==> config.mk <==
export PLATFORM = sky130hd
export DESIGN_NAME = key_sw_conditioner_flat
export DESIGN_NICKNAME = d
export VERILOG_FILES = /design/src/rtl/key_sw_conditioner_if.sv /design/src/rtl/key_sw_conditioner.sv /design/src/flat_wrapper.sv
export SDC_FILE = /design/constraint.sdc
export NUM_CORES = 1
export LEC_CHECK = 0
export BUFFER_PORTS_ARGS = -buffer_cell sky130_fd_sc_hd__clkbuf_2
export CAP_MARGIN = 40
export CORE_MARGIN = 5
export CORE_UTILIZATION = 30
export DETAILED_ROUTE_END_ITERATION = 6
export GPL_TIMING_DRIVEN = 0
export PLACE_DENSITY = 0.54
export RECOVER_POWER = 50
export SLEW_MARGIN = 20
export SYNTH_ARGS = -nofsm -noshare
export SYNTH_HDL_FRONTEND = slang
export SYNTH_SLANG_ARGS = --single-unit
export TNS_END_PERCENT = 5
==> constraint.sdc <==
create_clock -name clk -period 2.48 [get_ports clk]
set_input_delay 0.372 -clock clk [delete_from_list [all_inputs] [get_ports clk]]
set_output_delay 0.372 -clock clk [all_outputs]
set_load 0.005 [all_outputs]
==> src/rtl/key_sw_conditioner_if.sv <==
// key_sw_conditioner_if: raw pins, sticky-clear strobes and conditioned key/switch outputs
interface key_sw_conditioner_if #(
  parameter int NKEYS = 4,
  parameter int NSW   = 10
);
  logic [NKEYS-1:0] key_raw;
  logic [NKEYS-1:0] key_clr;
  logic [NKEYS-1:0] key_out;
  logic [NKEYS-1:0] key_press;
  logic [NKEYS-1:0] key_sticky;
  logic [NSW-1:0]   sw_raw;
  logic [NSW-1:0]   sw_out;
  logic             sw_changed;
  modport master (
    output key_raw, sw_raw, key_clr,
    input  key_out, key_press, key_sticky, sw_out, sw_changed
  );
  modport slave (
    input  key_raw, sw_raw, key_clr,
    output key_out, key_press, key_sticky, sw_out, sw_changed
  );
endinterface

==> src/rtl/key_sw_conditioner.sv <==
// key_sw_conditioner: synchronise, debounce and edge-detect board keys and switches
module key_sw_conditioner #(
  parameter int NKEYS           = 4,
  parameter int NSW             = 10,
  parameter int DEBOUNCE_CYCLES = 500000,
  parameter bit KEY_ACTIVE_LOW  = 1'b1
) (
  input logic clk,
  input logic reset,
  key_sw_conditioner_if.slave bus
);
  localparam int N  = NKEYS + NSW;
  localparam int CW = $clog2(DEBOUNCE_CYCLES);
  localparam logic [CW-1:0] LAST = CW'(DEBOUNCE_CYCLES - 1);
  logic [N-1:0]     w_pin, r_s1, r_s2, r_st, r_prev;
  logic [CW-1:0]    r_cnt [N];
  logic [NKEYS-1:0] r_press, r_sticky;
  logic             r_sw_chg;
  // keys are normalised to active-high before entering the synchroniser
  assign w_pin = {bus.sw_raw, bus.key_raw ^ {NKEYS{KEY_ACTIVE_LOW}}};
  always_ff @(posedge clk) begin
    if (reset) begin
      r_s1     <= '0;
      r_s2     <= '0;
      r_st     <= '0;
      r_prev   <= '0;
      r_press  <= '0;
      r_sticky <= '0;
      r_sw_chg <= 1'b0;
      for (int i = 0; i < N; i++) r_cnt[i] <= '0;
    end else begin
      r_s1     <= w_pin;
      r_s2     <= r_s1;
      r_prev   <= r_st;
      r_press  <= r_st[NKEYS-1:0] & ~r_prev[NKEYS-1:0];
      r_sticky <= r_press | (r_sticky & ~bus.key_clr);
      r_sw_chg <= |(r_st[N-1:NKEYS] ^ r_prev[N-1:NKEYS]);
      for (int i = 0; i < N; i++) begin
        if (r_s2[i] == r_st[i]) r_cnt[i] <= '0;
        else if (r_cnt[i] == LAST) begin
          r_st[i]  <= r_s2[i];
          r_cnt[i] <= '0;
        end else r_cnt[i] <= r_cnt[i] + 1'b1;
      end
    end
  end
  assign bus.key_out    = r_st[NKEYS-1:0];
  assign bus.key_press  = r_press;
  assign bus.key_sticky = r_sticky;
  assign bus.sw_out     = r_st[N-1:NKEYS];
  assign bus.sw_changed = r_sw_chg;
endmodule

==> src/flat_wrapper.sv <==
// flat-port wrapper written by rule: the top's interface ports become plain ports
module key_sw_conditioner_flat 
#(
  parameter int NKEYS           = 4,
  parameter int NSW             = 10,
  parameter int DEBOUNCE_CYCLES = 500000,
  parameter bit KEY_ACTIVE_LOW  = 1'b1
)
  (clk, reset, bus_key_raw, bus_sw_raw, bus_key_clr, bus_key_out, bus_key_press, bus_key_sticky, bus_sw_out, bus_sw_changed);
  key_sw_conditioner_if #(.NKEYS(NKEYS), .NSW(NSW)) bus_i ();
  input logic clk;
  input logic reset;
  input wire logic [$bits(bus_i.key_raw)-1:0] bus_key_raw;
  input wire logic [$bits(bus_i.sw_raw)-1:0] bus_sw_raw;
  input wire logic [$bits(bus_i.key_clr)-1:0] bus_key_clr;
  output wire logic [$bits(bus_i.key_out)-1:0] bus_key_out;
  output wire logic [$bits(bus_i.key_press)-1:0] bus_key_press;
  output wire logic [$bits(bus_i.key_sticky)-1:0] bus_key_sticky;
  output wire logic [$bits(bus_i.sw_out)-1:0] bus_sw_out;
  output wire logic [$bits(bus_i.sw_changed)-1:0] bus_sw_changed;
  assign bus_i.key_raw = bus_key_raw;
  assign bus_i.sw_raw = bus_sw_raw;
  assign bus_i.key_clr = bus_key_clr;
  assign bus_key_out = bus_i.key_out;
  assign bus_key_press = bus_i.key_press;
  assign bus_key_sticky = bus_i.key_sticky;
  assign bus_sw_out = bus_i.sw_out;
  assign bus_sw_changed = bus_i.sw_changed;
  key_sw_conditioner #(.NKEYS(NKEYS), .NSW(NSW), .DEBOUNCE_CYCLES(DEBOUNCE_CYCLES), .KEY_ACTIVE_LOW(KEY_ACTIVE_LOW)) u_core (.clk(clk), .reset(reset), .bus(bus_i));
endmodule
==> reports/metrics.cfg, run 1 <==
[grt]
grt_pass1_wl_um=56400
grt_max_degree=13
antenna_found_initial=0
grt_pass1_vias=11614
groute.usage.overall=0.110
grt-ovfl-total=0

[sta]
finalHoldViolCount=0
slew_headroom=0.495
fmax_mhz=408
finalCritPeriodShare=0.989
worst_pin_slew_ps=758
rsz0062_at_grt=true
timing.hold.ws_ps=55.9
layout_min_cycle_time_ps=2450
skew_ps=21.5
setup_violations=0
slew_viol_final=0

[synthesis]
yosys-top-cells-count=edfxtp_1, nor2_1, xnor2_1
yosys-top-cells-area=edfxtp_1, dfxtp_1, xnor2_1
synthArstFlopShare=0
synth_top_area_frac=0.477
syn_area_um2=16800
yosys_register_bits=331
synth.largest_area_cell=edfxtp_1
yosys.cell_count.top_type=edfxtp_1
synth_cells=1583
yosys_warnings=0
synth-edff-count=266
ys_types=52
avgSynthCellArea_um2=10.6
synth_top_flop_cell=edfxtp_1
seq_area_frac_synth=0.554

[job]
cap_violations=0

[floorplan]
coreArea_um2=55200
die_w_um=246
start_util=0.304
design.die.area_um2=60700
fp.dieH_um=246
ioPinCount=43
rows=86

[place]
place_hpwl_um=24000
io_buffers=41
place.gp.congestion=0.791

[status]
status=finished, final reports clean

[power]
p_sw_mw=2.83
power.leakage_nw=6.93
p_comb_frac=0.038
pwr-share-seq=0.507
power_density_nw_per_um2=624
p_int_mw=9.86
pwr-share-clk=0.456
ir_drop_uv=451
switching_share=0.223
total_power_mw=12.7

[worst_setup_path]
rrSetupSlack_ps=30
path_cells=or4_1 -> o21bai_1 -> clkbuf_2 -> nor2_1
crit_start=u_core.r_cnt[0][90]$_SDFFCE_PN0P_
reg2reg_depth=4
timing.rr.start=u_core.r_cnt[0][90]$_SDFFCE_PN0P_
cpPeakStageDelay_ps=640
crit_slowest_cell=or4_1
crit_fanout=10
path_class=flop to flop
rr_endpoint=u_core.r_cnt[0][84]$_SDFFCE_PN0P_
cp_data_arrival_time_ps=2740
cp-end-kind=flop
start_kind=flop
crit_required_ps=2770

[detailed_routing]
drt-total-wl_um=33600
postRouteAntennaNets=0
wl_per_cell_um=12.3
vias=12308
viasPerCell=4.52
remaining_drc_errors=0
dr.pass1.iters=5
drt_iter0_markers=622

[clock_network]
cts.path.max_buffers=3
clk_pin_slew_worst_paths_ps=50
cts_sinks=331
cts_tree=yes
insertion_delay_ps=550
cts_made_buffers=41
root_buffer=clkbuf_16
htreeDepth=2

[hold_path]
worstHoldPathCells=2
hold-path-endpoint=u_core.r_s1[6]$_SDFF_PP0_
holdCritStartpoint=bus_sw_raw[2]
hp-class=input pin to flop

[finish]
nets=1978
num-fill-cells=5594
layout-drive-gt1-share=0.0622
diodes=0
area_growth_pct=21.3

==> sequential cells by signal, indices dropped and copies added, names as in the netlist <==
| signal | count |
|---|---|
| u_core.r_st | 14 |
| u_core.bus.sw_changed | 1 |
| u_core.r_prev | 14 |
| u_core.bus.key_sticky | 4 |
| u_core.bus.key_press | 4 |
| u_core.r_s1 | 14 |
| u_core.r_s2 | 14 |
| u_core.r_cnt | 266 |
==> kinds of logic (layout without fill, tap and decap cells) <==
| group | after synthesis | count (layout) | synth area share |
|---|---|---|---|
| muxes | 1 | 1 | 0.000672 |
| DFF | 331 | 331 | 0.554 |
| and+or+nand+nor | 767 | 767 | 0.244 |
| adders and majority gates | 14 | 14 | 0.0105 |
| buffers and inverters | 95 | 224 | 0.0229 |
| other | 1 | 266 | 0.000224 |
| AOI/OAI and AO/OA | 179 | 179 | 0.0655 |
| xor gates and xnor gates | 195 | 195 | 0.102 |
==> how the worst max path moves through the flow <==
stage	to	slack (ps)	cells after the start
CTS	u_core.r_cnt[0][106]$_SDFFCE_PN0P_	10	6
global route	u_core.r_cnt[0][219]$_SDFFCE_PP0P_	-120	7
floorplan	u_core.r_cnt[0][51]$_SDFFCE_PN0P_	240	5
detailed placement	u_core.r_cnt[0][168]$_SDFFCE_PN0P_	-290	9
finish	u_core.r_cnt[0][84]$_SDFFCE_PN0P_	30	4
global placement	u_core.r_cnt[0][33]$_SDFFCE_PN0P_	-990	7
==> per-layer routing <==
layer	share of wire	up-vias	GRT usage
met4	0.021	0	0.0323
met5	0	-	0
met3	0.046	44	0.0241
met1	0.49	5801	0.152
met2	0.44	159	0.175
li1	-	6304	-
==> power by group through the flow <==
stage | registers [mW] | logic (mW) | clock network (mW)
6_report | 6.43 | 0.479 | 5.78
2_1_floorplan | 6.48 | 0.360 | 0
5_1_grt | 6.46 | 0.558 | 6.28
3_5_place_dp | 6.54 | 0.461 | 0
4_1_cts | 6.43 | 0.474 | 6.03
3_3_place_gp | 6.53 | 0.451 | 0
==> final cells by class <==
| type | instances | area (um2) | share of cell area |
|---|---|---|---|
| flip-flops and latches | 331 | 9290 | 0.457 |
| multi-input cells | 1422 | 8120 | 0.399 |
| clock buffers | 65 | 1250 | 0.0614 |
| well taps | 748 | 936 | 0.0460 |
| repair buffers | 53 | 289 | 0.0142 |
| inverters | 59 | 221 | 0.0109 |
| plain buffers | 36 | 165 | 0.00812 |
| clock inverters | 11 | 62.6 | 0.00308 |
==> through the flow <==
stage	TNS [ps]	setup WS [ps]	cells	cell area, um2	util
6_report	0	26.6	2725	20300	0.368
4_1_cts	0	10.1	2723	20300	0.368
2_1_floorplan	0	241	1848	17800	-
3_5_place_dp	-8990	-294	2641	18900	0.343
3_3_place_gp	-104750	-986	2637	18900	0.342
5_1_grt	-2160	-123	2725	20300	0.368
==> cells in the final DEF, fill, tap and decap left out, types with 4 or more instances in the layout <==
cell type | netlist | routed
clkbuf_2 | 0 | 22
nor4bb_1 | 5 | 5
conb_1 | 1 | 266
or3_1 | 54 | 54
xor2_1 | 91 | 91
nand4_1 | 54 | 54
o31ai_1 | 32 | 32
and4_1 | 29 | 29
dlygate4sd3_1 | 0 | 6
dfxtp_1 | 65 | 65
clkinv_2 | 0 | 4
or4b_1 | 5 | 5
nor4b_1 | 15 | 15
o21ai_0 | 42 | 42
nor2b_1 | 45 | 45
clkbuf_8 | 0 | 9
o21bai_4 | 1 | 4
edfxtp_1 | 266 | 266
inv_1 | 59 | 59
nor3_1 | 26 | 26
nor2_1 | 229 | 229
buf_2 | 4 | 5
xnor2_1 | 104 | 104
ha_1 | 14 | 14
or2_2 | 5 | 5
and3_1 | 13 | 13
or4b_2 | 6 | 6
o21bai_2 | 4 | 4
clkbuf_16 | 0 | 43
nand2_1 | 100 | 100
clkbuf_1 | 27 | 63
nor4_1 | 39 | 39
or4_1 | 39 | 39
nand3_1 | 89 | 89
a21oi_1 | 83 | 83
==> what timing repair did <==
action | CTS | global route
resized for setup | 5 | 10
hold buffers | 6 | 0
hold endpoints to repair | 6 | 0
pin swaps | 1 | 3
cloned | 0 | 0
setup buffers | 0 | 2
setup endpoints to repair | 50 | 75
==> worst max-delay path, delay by kind of cell, from the launching register on <==
kind	cells	cell delay, ps
compound gates	1	640
buf+inv	1	370
simple gates	2	720
flops	1	460
(Power assumes the default switching activity.)
==> run 2, diff against run 1 <==
- BUFFER_PORTS_ARGS: -buffer_cell sky130_fd_sc_hd__clkbuf_2 -> not set
- DONT_BUFFER_PORTS: not set -> 1
==> run 2 against run 1 <==
Effect of this change: first-iteration DRC count decreased by 1.4%; combinational power about the same; power increased by 4.5%; global-route usage increased by 0.065 points; core utilization increased by 0.082 points; wire length increased by 0.30%; sequential power about the same; flip-flop and latch count unchanged; fmax increased by 3.1%; die area unchanged; clock power increased by 9.9%; critical path type unchanged; critical endpoint is now u_core.r_cnt[0][47]$_SDFFCE_PN0P_.
==> reports/metrics.cfg, run 2 (synthesized netlist as in run 1, its figures left out) <==
[power]
p_comb_frac=0.036  ; was 0.038
switching_share=0.220  ; was 0.223
ir_drop_uv=428  ; was 451 uV
pwr-share-seq=0.485  ; was 0.507
pwr-share-clk=0.479  ; was 0.456
p_int_mw=10.3  ; was 9.86 mW
total_power_mw=13.3  ; was 12.7 mW
power_density_nw_per_um2=651  ; was 624 nW/um2
power.leakage_nw=6.93  ; about the same
p_sw_mw=2.91  ; was 2.83 mW

[floorplan]
die_w_um=246  ; unchanged
ioPinCount=43  ; unchanged
coreArea_um2=55200  ; unchanged
design.die.area_um2=60700  ; unchanged
rows=86  ; unchanged
start_util=0.304  ; unchanged
fp.dieH_um=246  ; unchanged

[worst_setup_path]
start_kind=flop  ; unchanged
path_cells=or4b_4 -> or4_4 -> o211ai_4 -> buf_8 -> nor2_1  ; was or4_1 -> o21bai_1 -> clkbuf_2 -> nor2_1
cp-end-kind=flop  ; unchanged
cp_data_arrival_time_ps=2700  ; was 2740 ps
crit_slowest_cell=or4b_4  ; was or4_1
path_class=flop to flop  ; unchanged
cpPeakStageDelay_ps=570  ; was 640 ps
crit_fanout=10  ; unchanged
crit_required_ps=2800  ; was 2770 ps

[detailed_routing]
remaining_drc_errors=0  ; unchanged
wl_per_cell_um=12.5  ; was 12.3 um
drt_iter0_markers=613  ; was 622
drt-total-wl_um=33700  ; was 33600 um
dr.pass1.iters=5  ; unchanged
vias=12181  ; was 12308
viasPerCell=4.52  ; about the same
postRouteAntennaNets=0  ; unchanged

[clock_network]
htreeDepth=2  ; unchanged
root_buffer=clkbuf_16  ; unchanged
cts_tree=yes  ; unchanged
cts_setup_buffers=0  ; unchanged
insertion_delay_ps=570  ; was 550 ps
cts_sinks=331  ; unchanged
clk_pin_slew_worst_paths_ps=60  ; was 50 ps
cts_made_buffers=40  ; was 41
cts.path.max_buffers=3  ; unchanged

[finish]
area_growth_pct=21.6  ; was 21.3%
diodes=0  ; unchanged
largest_reg_flops=266  ; unchanged
top_register=u_core.r_cnt  ; unchanged
layout-drive-gt1-share=0.0581  ; was 0.0622
utilization=0.369  ; was 0.368
final_cell_mix=edfxtp_1, conb_1, nor2_1  ; unchanged
nets=1946  ; was 1978

[grt]
grt_pass1_vias=11743  ; was 11614
antenna_found_initial=2  ; was 0
grt_pass1_wl_um=56500  ; was 56400 um
grt_max_degree=15  ; was 13
groute.usage.overall=0.111  ; was 0.110
grt-ovfl-total=0  ; unchanged

[sta]
tns_ps=0  ; unchanged
rsz0062_at_grt=true  ; unchanged
layout_min_cycle_time_ps=2380  ; was 2450 ps
fmax_mhz=420  ; was 408 MHz
worst_pin_slew_ps=749  ; was 758 ps
slew_headroom=0.500  ; was 0.495
setup_violations=0  ; unchanged
setup_slack_ps=101  ; was 26.6 ps
skew_ps=34.0  ; was 21.5 ps
slew_viol_final=0  ; unchanged
finalHoldViolCount=0  ; unchanged
finalCritPeriodShare=0.959  ; was 0.989

[status]
status=finished, final reports clean  ; unchanged

[place]
io_buffers=0  ; was 41
dp_slack_ps=-717  ; was -294 ps
place.gp.congestion=0.784  ; was 0.791
place_hpwl_um=24100  ; was 24000 um

[hold_path]
hp-class=input pin to flop  ; unchanged

[job]
cap_violations=0  ; unchanged

run 2: changes by cell type in the layout (fill, tap and decap cells not counted), moves of 3 or more:
cell / delta
bufinv_16: +6
clkinv_2: +3
clkbuf_1: -31
clkbuf_2: -20
dlygate4sd3_1: +11
run 2: final cells by class:
class / instances / area, um2
Timing Repair Buffer: 22 / 204
Inverter: 59 / 221
Multi-Input combinational cell: 1422 / 8120
Tap cell: 748 / 936
Fill cell: 5488 / 34800
Buffer: 36 / 166
Sequential cell: 331 / 9290
Clock inverter: 22 / 282
Clock buffer: 52 / 1160
run 2: power groups by stage:
stage               sequential, mW  clock (mW)  combinational, mW
finish                        6.43        6.35              0.476
global route                  6.46        6.80              0.555
CTS                           6.43        6.58              0.472
detailed placement            6.55           0              0.444
global placement              6.53           0              0.434
floorplan                     6.48           0              0.360
run 2: worst max-delay path: cells and delay by family, from the launching register on:
kind / cells / cell delay, ps
simple gates: 3 / 1170
compound gates: 1 / 340
buf+inv: 1 / 180
flops: 1 / 450
run 2: final timing paths:
check	to	slack [ps]	start	depth (start not counted)
hold reg to reg	u_core.bus.key_press[1]$_SDFF_PP0_	380	u_core.r_prev[1]$_SDFF_PP0_	1
setup reg to reg	u_core.r_cnt[0][47]$_SDFFCE_PN0P_	100	u_core.r_cnt[0][44]$_SDFFCE_PN0P_	5
setup / recovery	u_core.r_cnt[0][47]$_SDFFCE_PN0P_	100	u_core.r_cnt[0][44]$_SDFFCE_PN0P_	5
hold / removal	u_core.r_s1[11]$_SDFF_PP0_	50	bus_sw_raw[7]	1
run 2: routing by layer:
layer  vias to the layer above  share of wire  GRT usage
met5                         -        0.00021          0
met4                         2          0.020     0.0281
met3                        44          0.051     0.0307
met2                       160           0.45      0.182
met1                      5748           0.48      0.145
li1                       6227              -          -
run 2: timing repair:
item	4_1_cts	5_1_grt
hold buffers	17	0
setup endpoints to repair	50	69
hold endpoints to repair	17	0
pin swaps	1	1
resized for setup	5	12
run 2: per-stage QoR:
stage          area, um2  hold WS, ps  std cells
6_report           20400         52.6       2692
5_1_grt            20400         15.5       2692
4_1_cts            20400         7.12       2690
3_5_place_dp       18700          383       2599
3_3_place_gp       18700          378       2596
2_1_floorplan      17800          367       1848
==> run 3, diff against run 2 <==
- CORE_UTILIZATION: 30 -> 50
- PLACE_DENSITY: 0.54 -> 0.75
- clock period: 2.48 -> 2.8 ns (I/O delays scaled with it)
==> run 3 against run 2 <==
Effect of this change: power down 17%; combinational power fell by 16%; sequential power fell by 12%; clock-buffer cell count rose by 7; register-to-register slack improved by 30 ps; critical endpoint is now u_core.r_cnt[0][181]$_SDFFCE_PN0P_.
==> reports/metrics.cfg, run 3 (synthesized netlist as in run 1, its figures left out) <==
[status]
status=finished, final reports clean  ; unchanged

[sta]
slew_headroom=0.495  ; was 0.500
rsz0062_at_grt=false  ; was true
worst_pin_slew_ps=758  ; was 749 ps
setup_violations=0  ; unchanged
skew_ps=12.0  ; was 34.0 ps
fmax_mhz=374  ; was 420 MHz
layout_min_cycle_time_ps=2670  ; was 2380 ps
setup_slack_ps=130  ; was 101 ps
finalHoldViolCount=0  ; unchanged
slew_viol_final=0  ; unchanged
finalCritPeriodShare=0.954  ; was 0.959

[power]
ir_drop_uv=428  ; about the same
p_comb_frac=0.037  ; was 0.036
power_density_nw_per_um2=560  ; was 651 nW/um2
p_sw_mw=2.36  ; was 2.91 mW
switching_share=0.215  ; was 0.220
p_int_mw=8.62  ; was 10.3 mW
pwr-share-seq=0.519  ; was 0.485
pwr-share-clk=0.445  ; was 0.479
power.leakage_nw=6.75  ; was 6.93 nW

[grt]
groute.usage.overall=0.172  ; was 0.111
grt_pass1_vias=11578  ; was 11743
grt-ovfl-total=0  ; unchanged
grt_max_degree=14  ; was 15
grt_pass1_wl_um=53900  ; was 56500 um
antenna_found_initial=3  ; was 2

[hold_path]
holdCritStartpoint=bus_sw_raw[9]  ; was bus_sw_raw[7]
hp-class=input pin to flop  ; unchanged
hold-path-endpoint=u_core.r_s1[13]$_SDFF_PP0_  ; was u_core.r_s1[11]$_SDFF_PP0_
worstHoldPathCells=1  ; unchanged

[worst_setup_path]
path_cells=or4b_2 -> or4_4 -> o21bai_1 -> buf_4 -> nor2_1  ; was or4b_4 -> or4_4 -> o211ai_4 -> buf_8 -> nor2_1
cpPeakStageDelay_ps=680  ; was 570 ps
cp_top_family=simple AND/OR/NAND/NOR gates  ; unchanged
crit_required_ps=3060  ; was 2800 ps
crit_slowest_cell=or4b_2  ; was or4b_4
path_class=flop to flop  ; unchanged
cp_data_arrival_time_ps=2930  ; was 2700 ps
crit_fanout=10  ; unchanged
start_kind=flop  ; unchanged
critical_path_buf_inv_count=1  ; unchanged
rr_endpoint=u_core.r_cnt[0][181]$_SDFFCE_PN0P_  ; was u_core.r_cnt[0][47]$_SDFFCE_PN0P_
rrSetupSlack_ps=130  ; was 100 ps
timing.rr.start=u_core.r_cnt[0][181]$_SDFFCE_PN0P_  ; was u_core.r_cnt[0][44]$_SDFFCE_PN0P_
reg2reg_depth=5  ; unchanged
cp-end-kind=flop  ; unchanged

[detailed_routing]
vias=12167  ; was 12181
postRouteAntennaNets=0  ; unchanged
drt_iter0_markers=560  ; was 613
remaining_drc_errors=0  ; unchanged
dr.pass1.iters=5  ; unchanged
viasPerCell=5.13  ; was 4.52
drt-total-wl_um=31600  ; was 33700 um
wl_per_cell_um=13.4  ; was 12.5 um

[finish]
nets=1928  ; was 1946
num-fill-cells=2832  ; was 5488
area_growth_pct=16.9  ; was 21.6%
top_register=u_core.r_cnt  ; unchanged
fin_area_um2=19600  ; was 20400 um2
layout-drive-gt1-share=0.0442  ; was 0.0581
diodes=0  ; unchanged
largest_reg_flops=266  ; unchanged
final_cell_mix=edfxtp_1, conb_1, nor2_1  ; unchanged

[job]
cap_violations=0  ; unchanged

[place]
dp_slack_ps=-352  ; was -717 ps
io_buffers=0  ; unchanged
place_hpwl_um=22900  ; was 24100 um
place_area_um2=18300  ; was 18700 um2
place.gp.congestion=0.823  ; was 0.784

[floorplan]
rows=67  ; was 86
design.die.area_um2=37300  ; was 60700 um2
ioPinCount=43  ; unchanged
die_w_um=193  ; was 246 um
fp.dieH_um=193  ; was 246 um
start_util=0.503  ; was 0.304
coreArea_um2=33300  ; was 55200 um2

[clock_network]
htreeDepth=2  ; unchanged
cts_made_buffers=36  ; was 40
clk_pin_slew_worst_paths_ps=60  ; about the same
root_buffer=clkbuf_16  ; unchanged
cts_sinks=331  ; unchanged
cts_tree=yes  ; unchanged
cts.path.max_buffers=3  ; unchanged
cts_setup_buffers=0  ; unchanged
insertion_delay_ps=520  ; was 570 ps
cts_resized=0  ; was 5
hold_buffers=4  ; was 17

==> run 3: final cells by class <==
| cell class | count | area (um2) | share of cell area |
|---|---|---|---|
| timing repair buffer | 8 | 62.6 | 0.00319 |
| multi-input combinational | 1422 | 8040 | 0.411 |
| clock inverter | 7 | 43.8 | 0.00224 |
| clock buffer | 59 | 1210 | 0.0616 |
| buffer | 36 | 163 | 0.00830 |
| tap | 448 | 561 | 0.0286 |
| inverter | 59 | 221 | 0.0113 |
| sequential | 331 | 9290 | 0.474 |
==> run 3: power by group through the flow <==
stage                     sequential, mW  clock (mW)  combinational [mW]
after floorplan                     5.74           0               0.319
final                               5.69        4.88               0.401
after global placement              5.78           0               0.375
after CTS                           5.69        4.99               0.396
after global routing                5.72        5.22               0.466
after detailed placement            5.79           0               0.388
==> run 3: metal layers <==
| metal | global-route usage | routed length, um |
|---|---|---|
| met1 | 0.226 | 14100 |
| met2 | 0.290 | 15100 |
| met3 | 0.0398 | 1800 |
| met4 | 0.0474 | 671 |
| met5 | 0 | 21 |
==> run 3: worst max path at each step <==
stage	start	cells past startpoint	endpoint
finish	u_core.r_cnt[0][181]$_SDFFCE_PN0P_	5	u_core.r_cnt[0][181]$_SDFFCE_PN0P_
global route	u_core.r_cnt[0][209]$_SDFFCE_PP0P_	7	u_core.r_cnt[0][221]$_SDFFCE_PP0P_
CTS	reset	8	u_core.r_cnt[0][159]$_SDFFCE_PN0P_
detailed placement	reset	8	u_core.r_cnt[0][159]$_SDFFCE_PN0P_
global placement	reset	7	u_core.r_cnt[0][28]$_SDFFCE_PN0P_
floorplan	u_core.r_cnt[0][50]$_SDFFCE_PN0P_	5	u_core.r_cnt[0][51]$_SDFFCE_PN0P_
==> run 3: per-stage QoR <==
step | utilization | cells | power (mW) | setup TNS, ps | hold slack (ps)
after CTS | 0.590 | 2368 | 11.1 | 0 | 6.54
after global routing | 0.589 | 2370 | 11.4 | 0 | 7.67
after global placement | 0.550 | 2296 | 6.16 | -21600 | 375
after floorplan | - | 1848 | 6.06 | 0 | 367
final | 0.589 | 2370 | 11.0 | 0 | 29.8
after detailed placement | 0.551 | 2298 | 6.18 | -9300 | 380
